<file path="config.mk">
export PLATFORM = sky130hd
export DESIGN_NAME = norm_shift_reg
export DESIGN_NICKNAME = d
export VERILOG_FILES = /design/src/rtl/fpu_pkg.sv /design/src/rtl/norm_shift_core.sv /design/src/rtl/norm_shift_reg.sv
export SDC_FILE = /design/constraint.sdc
export NUM_CORES = 1
export LEC_CHECK = 0
export CAP_MARGIN = 25
export CORE_MARGIN = 10
export CORE_UTILIZATION = 50
export DETAILED_ROUTE_END_ITERATION = 10
export MAX_ROUTING_LAYER = met4
export PLACE_DENSITY = 0.86
export RECOVER_POWER = 100
export SLEW_MARGIN = 20
export SYNTH_ARGS = -nofsm -noshare
export SYNTH_HDL_FRONTEND = slang
export SYNTH_HIERARCHICAL = 1
export SYNTH_SLANG_ARGS = --single-unit
</file>
<file path="constraint.sdc">
create_clock -name clk -period 3.68 [get_ports clk]
set_input_delay 0.552 -clock clk [delete_from_list [all_inputs] [get_ports clk]]
set_output_delay 0.552 -clock clk [all_outputs]
set_load 0.02 [all_outputs]
</file>
<file path="src/rtl/fpu_pkg.sv">
// Shared types for the shift/normalise datapath: FSM states, the
// automatic operation select and the core register control word.
package fpu_pkg;

    typedef enum logic [1:0] {
        IDLE  = 2'd0,
        ALIGN = 2'd1,
        NORM  = 2'd2,
        DONE  = 2'd3
    } shift_state_e;

    typedef enum logic {
        OP_ALIGN = 1'b0,
        OP_NORM  = 1'b1
    } shift_op_e;

    // Per-cycle action applied to the data register in the core.
    typedef enum logic [1:0] {
        CORE_HOLD  = 2'd0,
        CORE_LOAD  = 2'd1,
        CORE_LEFT  = 2'd2,
        CORE_RIGHT = 2'd3
    } core_ctrl_e;

endpackage

</file>
<file path="src/rtl/norm_shift_core.sv">
// Data register plus sticky flag. The controller picks one action per
// cycle; the inserted bit is supplied by the controller so the same
// shift path serves manual shifts and the automatic operations.
module norm_shift_core
    import fpu_pkg::*;
#(
    parameter int WIDTH = 24
) (
    input  logic             clk,
    input  logic             reset,
    input  core_ctrl_e       ctrl,
    input  logic             clr_sticky,
    input  logic [WIDTH-1:0] d,
    input  logic             shift_bit,
    output logic [WIDTH-1:0] q,
    output logic             sticky
);

    logic [WIDTH-1:0] q_reg;
    logic             sticky_reg;

    // Register update: load, one-bit left/right shift, or hold.
    always_ff @(posedge clk or posedge reset) begin
        if (reset) begin
            q_reg      <= '0;
            sticky_reg <= 1'b0;
        end else begin
            unique case (ctrl)
                CORE_LOAD: begin
                    q_reg      <= d;
                    sticky_reg <= 1'b0;
                end
                CORE_LEFT: begin
                    // MSB falls off; sticky only tracks LSB-side losses.
                    q_reg <= {q_reg[WIDTH-2:0], shift_bit};
                    if (clr_sticky) sticky_reg <= 1'b0;
                end
                CORE_RIGHT: begin
                    q_reg      <= {shift_bit, q_reg[WIDTH-1:1]};
                    sticky_reg <= (sticky_reg & ~clr_sticky) | q_reg[0];
                end
                default: begin
                    if (clr_sticky) sticky_reg <= 1'b0;
                end
            endcase
        end
    end

    assign q      = q_reg;
    assign sticky = sticky_reg;

endmodule

</file>
<file path="src/rtl/norm_shift_reg.sv">
// Shift register with manual shifting plus two automatic operations:
// ALIGN (logical right shift by a clamped amount, collecting sticky) and
// NORM (left shift until the MSB is set, counting shifts).
module norm_shift_reg
    import fpu_pkg::*;
#(
    parameter  int WIDTH = 24,
    localparam int CNT_W = $clog2(WIDTH + 1)
) (
    input  logic             clk,
    input  logic             reset,
    input  logic             load,
    input  logic [WIDTH-1:0] d,
    input  logic             shift_en,
    input  logic             shift_dir,
    input  logic             serial_in,
    input  logic             start,
    input  logic             op,
    input  logic [CNT_W-1:0] amount,
    output logic [WIDTH-1:0] q,
    output logic             sticky,
    output logic [CNT_W-1:0] count,
    output logic             zero,
    output logic             busy,
    output logic             done
);

    localparam logic [CNT_W-1:0] WIDTH_C = CNT_W'(WIDTH);
    localparam logic [CNT_W-1:0] ONE_C   = CNT_W'(1);

    shift_state_e     state_reg, state_next;
    logic [CNT_W-1:0] count_reg, count_next;
    logic [CNT_W-1:0] n_reg, n_next;
    logic             zero_reg, zero_next;

    core_ctrl_e       core_ctrl;
    logic             clr_sticky;
    logic             shift_bit;
    logic [CNT_W-1:0] amount_clamped;
    shift_op_e        op_e;

    assign op_e           = shift_op_e'(op);
    assign amount_clamped = (amount > WIDTH_C) ? WIDTH_C : amount;

    norm_shift_core #(.WIDTH(WIDTH)) u_core (
        .clk        (clk),
        .reset      (reset),
        .ctrl       (core_ctrl),
        .clr_sticky (clr_sticky),
        .d          (d),
        .shift_bit  (shift_bit),
        .q          (q),
        .sticky     (sticky)
    );

    // State, shift counter, ALIGN target and zero flag.
    always_ff @(posedge clk or posedge reset) begin
        if (reset) begin
            state_reg <= IDLE;
            count_reg <= '0;
            n_reg     <= '0;
            zero_reg  <= 1'b0;
        end else begin
            state_reg <= state_next;
            count_reg <= count_next;
            n_reg     <= n_next;
            zero_reg  <= zero_next;
        end
    end

    // Next-state and datapath control. The final shift of an automatic
    // operation moves straight to DONE, so done rises n+1 (or k+1) edges
    // after the start edge and busy lasts exactly n (or k) cycles.
    always_comb begin
        state_next = state_reg;
        count_next = count_reg;
        n_next     = n_reg;
        zero_next  = zero_reg;
        core_ctrl  = CORE_HOLD;
        clr_sticky = 1'b0;
        shift_bit  = 1'b0;
        unique case (state_reg)
            IDLE: begin
                if (load) begin
                    core_ctrl  = CORE_LOAD;
                    count_next = '0;
                    zero_next  = 1'b0;
                end else if (start) begin
                    clr_sticky = 1'b1;
                    count_next = '0;
                    zero_next  = 1'b0;
                    if (op_e == OP_ALIGN) begin
                        n_next     = amount_clamped;
                        state_next = (amount_clamped == '0) ? DONE : ALIGN;
                    end else if (q == '0) begin
                        zero_next  = 1'b1;
                        state_next = DONE;
                    end else if (q[WIDTH-1]) begin
                        state_next = DONE;
                    end else begin
                        state_next = NORM;
                    end
                end else if (shift_en) begin
                    core_ctrl = shift_dir ? CORE_RIGHT : CORE_LEFT;
                    shift_bit = serial_in;
                end
            end
            ALIGN: begin
                core_ctrl  = CORE_RIGHT;
                count_next = count_reg + ONE_C;
                if (count_reg + ONE_C == n_reg) state_next = DONE;
            end
            NORM: begin
                core_ctrl  = CORE_LEFT;
                count_next = count_reg + ONE_C;
                // After this shift the current second-highest bit becomes MSB.
                if (q[WIDTH-2]) state_next = DONE;
            end
            DONE: begin
                state_next = IDLE;
            end
            default: begin
                state_next = IDLE;
            end
        endcase
    end

    assign count = count_reg;
    assign zero  = zero_reg;
    assign busy  = (state_reg == ALIGN) || (state_reg == NORM);
    assign done  = (state_reg == DONE);

endmodule

</file>
==> flow_summary.toml <==
[clock_network]
cts.clk_slew.worst_paths_ns = 0.08
root_buffer = "clkbuf_8"
htreeDepth = 2
clock_latency_ns = 0.30
cts_hold_buf = 0
post_cts_resize_count = 0
cts_made_buffers = 5
cts_tree = "built"
cts_num_sinks = 38
clockBufferDepth = 2
cts_setup_buffers = 0

[grt]
use_met2 = 0.222
grt-ovfl-total = 0
grt_pass1_wl_um = 8930
grt_pass1_vias = 1723
grt_max_degree = 27
grt_usage = 0.154
busiest_layer = "met2"
antenna_found_initial = 0
grtUsageMet3 = 0.0328
grt_use_met1 = 0.205

[worst_setup_path]
crit_path_cell_trace = "inv_1 -> ha_1 -> dlygate4sd3_1"
worst-path-buf-inv = 2
crit_path_start_kind = "flop"
slowest_delay_ns = 0.72
cp_data_required_time_ns = 3.13
path_max_fanout = 10
worstSetupEndpointType = "primary output"
crit_type = "flop to primary output"
cp.arrival_ns = 2.09
critPathTopFamily = "buffers and inverters"
crit_path_top_delay_cell = "dlygate4sd3_1"

[floorplanning]
core_mm2 = 0.00432
die_w_um = 86.4
dieArea_mm2 = 0.00746
initial_core_util = 0.510
rows = 24
die_h_um = 86.4
io_pins = 70

[detailed_routing]
antenna_left = 0
num_vias = 1688
viasPerCell = 5.80
routed_wl_um = 5470
drtIter0Drc = 155
remaining_drc_errors = 0
first_pass_iters = 4
wire_per_inst_um = 18.8

[sta]
post-route-min-period_ns = 2.64
slew_viol_final = 0
finalHoldViolCount = 0
finalCritPeriodShare = 0.717
rsz0062_at_grt = "false"
setup_tns_ns = 0
setup_viol = 0
max_slew_margin = 0.367
max_freq_mhz = 379
worst_slew_pin_slew_ns = 0.950
skew_ns = 0.0104

[status]
status = "finished clean"

[pwr]
leakagePower_uw = 0.00124
internal_power_uw = 1760
p_sw_frac = 0.402
clock_power_share = 0.119
powerDensity_mw_per_mm2 = 979
comb_power_share = 0.583
vdd_drop_max_mv = 0.510
p_switching_uw = 1190
seqPwrFrac = 0.298

[place]
port_buffers = 69
place_congestion = 0.877
hpwl_um = 4170
placed_area_mm2 = 0.00291

[yosys]
synth_seq_cells = 38
synthCells = 166
synthDistinctLibCells = 36
syn_nets = 210
syn_avg_cell_area_um2 = 13.3
ys_warn_count = 6
yosysSeqAreaShare = 0.431
netlist_area_mm2 = 0.00220

[finish]
fin_nets = 282
final_core_util = 0.698
drive_gt1_frac = 0.134
final_design_area_no_fill_mm2 = 0.00302
largest_register_ff_count = 24
diodes = 0
syn_to_final_growth_pct = 36.8

[run]
maxCapViolCount = 0

[min_path]
hold_path.class = "flop to flop"
## Yosys cell counts, drive strengths merged
cell type  count  share of area
nor4bb         1         0.0045
nor3           2         0.0045
a41oi          1         0.0040
o22ai          2         0.0057
mux2i          1         0.0045
dfrtp         38           0.43
a21oi          1         0.0023
buf            6          0.031
nand2         12          0.020
o21ai         12          0.027
nor3b          1         0.0034
inv           11          0.019
a31oi          2         0.0057
o32ai          1         0.0040
mux4          24           0.26
nor2b          3         0.0085
clkbuf         1         0.0017
nand3          5          0.011
nor4           6          0.017
xnor2          3          0.012
nand4          1         0.0028
xor2           3          0.012
nand2b         2         0.0057
nor2           8          0.014
o41ai          1         0.0074
mux2           3          0.015
and2           3         0.0085
o2111a         1         0.0057
o31ai          2         0.0068
a22oi          1         0.0034
ha             7          0.040
o2111ai        1         0.0040
## power groups by stage
stage          logic, uW  clock network [uW]  registers (uW)
2_1_floorplan       1160                   0            1010
3_3_place_gp        1770                   0             876
3_5_place_dp        1810                   0             887
4_1_cts             1820                 357             881
5_1_grt             1860                 378             910
6_report            1720                 350             880
## worst paths after layout
path / start / to / slack (ns) / depth (start not counted)
worst max-delay path: state_reg[1] / busy / 1.04 / 3
worst min-delay path: count[4] / count[4] / 0.53 / 1
worst max register to register: state_reg[0] / u_core/q[18] / 1.05 / 7
worst min register to register: count[4] / count[4] / 0.53 / 1
max in group asynchronous: reset / u_core/q[5] / 1.86 / 3
min in group asynchronous: reset / u_core/q[15] / 0.66 / 2
## routing by layer
| layer | share of wire | routed length, um |
|---|---|---|
| met1 | 0.47 | 2550 |
| met5 | 0 | 0 |
| met4 | 0.022 | 119 |
| met3 | 0.040 | 221 |
| met2 | 0.47 | 2580 |
## metrics by stage
stage	instances	total power, uW	worst slack, ns	hold WS, ns
finish	291	2950	1.04	0.532
global route	291	3140	0.899	0.567
CTS	290	3050	1.09	0.543
detailed placement	282	2700	0.928	0.531
global placement	282	2650	1.09	0.522
floorplan	166	2170	1.48	0.429
## area by class of cell
type                            count  area [um2]
Clock inverter                      3        40.0
Inverter                           11        41.3
Tap cell                           52        65.1
Multi-Input combinational cell    110        1140
Timing Repair Buffer               72         709
Fill cell                         305        1310
Clock buffer                        5        68.8
Sequential cell                    38         951
## cells by family (layout without fill, tap and decap cells)
kind of cell / after synthesis / after routing / synth area share
AND/OR/NAND/NOR: 44 / 44 / 0.100
flip-flops: 38 / 38 / 0.431
multiplexers: 28 / 28 / 0.277
AO/OA/AOI/OAI: 25 / 25 / 0.0760
buffers and inverters: 18 / 91 / 0.0516
adder cells (fa/ha/maj): 7 / 7 / 0.0397
XOR/XNOR: 6 / 6 / 0.0238
## worst reg2reg max path, stage by stage (launching register included)
cell and delay (ns):
dfrtp_1 0.43, inv_1 0.19, ha_1 0.31, nor4bb_1 0.47, nor2_1 0.10, nor2_2 0.10, buf_4 0.33, mux4_2 0.56
## cells in the final DEF, fill, tap and decap left out, drive strengths merged
cell type      count
nor4               6
nand4              1
o2111a             1
mux2               3
nor3               2
a21oi              1
xnor2              3
o21ai             12
nand2             12
o2111ai            1
mux2i              1
nor4bb             1
xor2               3
ha                 7
inv               11
dfrtp             38
o31ai              2
o22ai              2
and2               3
o41ai              1
nand2b             2
clkdlybuf4s50     35
nor2               8
a22oi              1
buf                2
a31oi              2
dlygate4sd3       34
mux4              24
nor2b              3
nand3              5
clkinv             2
a41oi              1
bufinv             1
nor3b              1
clkbuf             6
o32ai              1
Power figures use the tool's default switching activity.
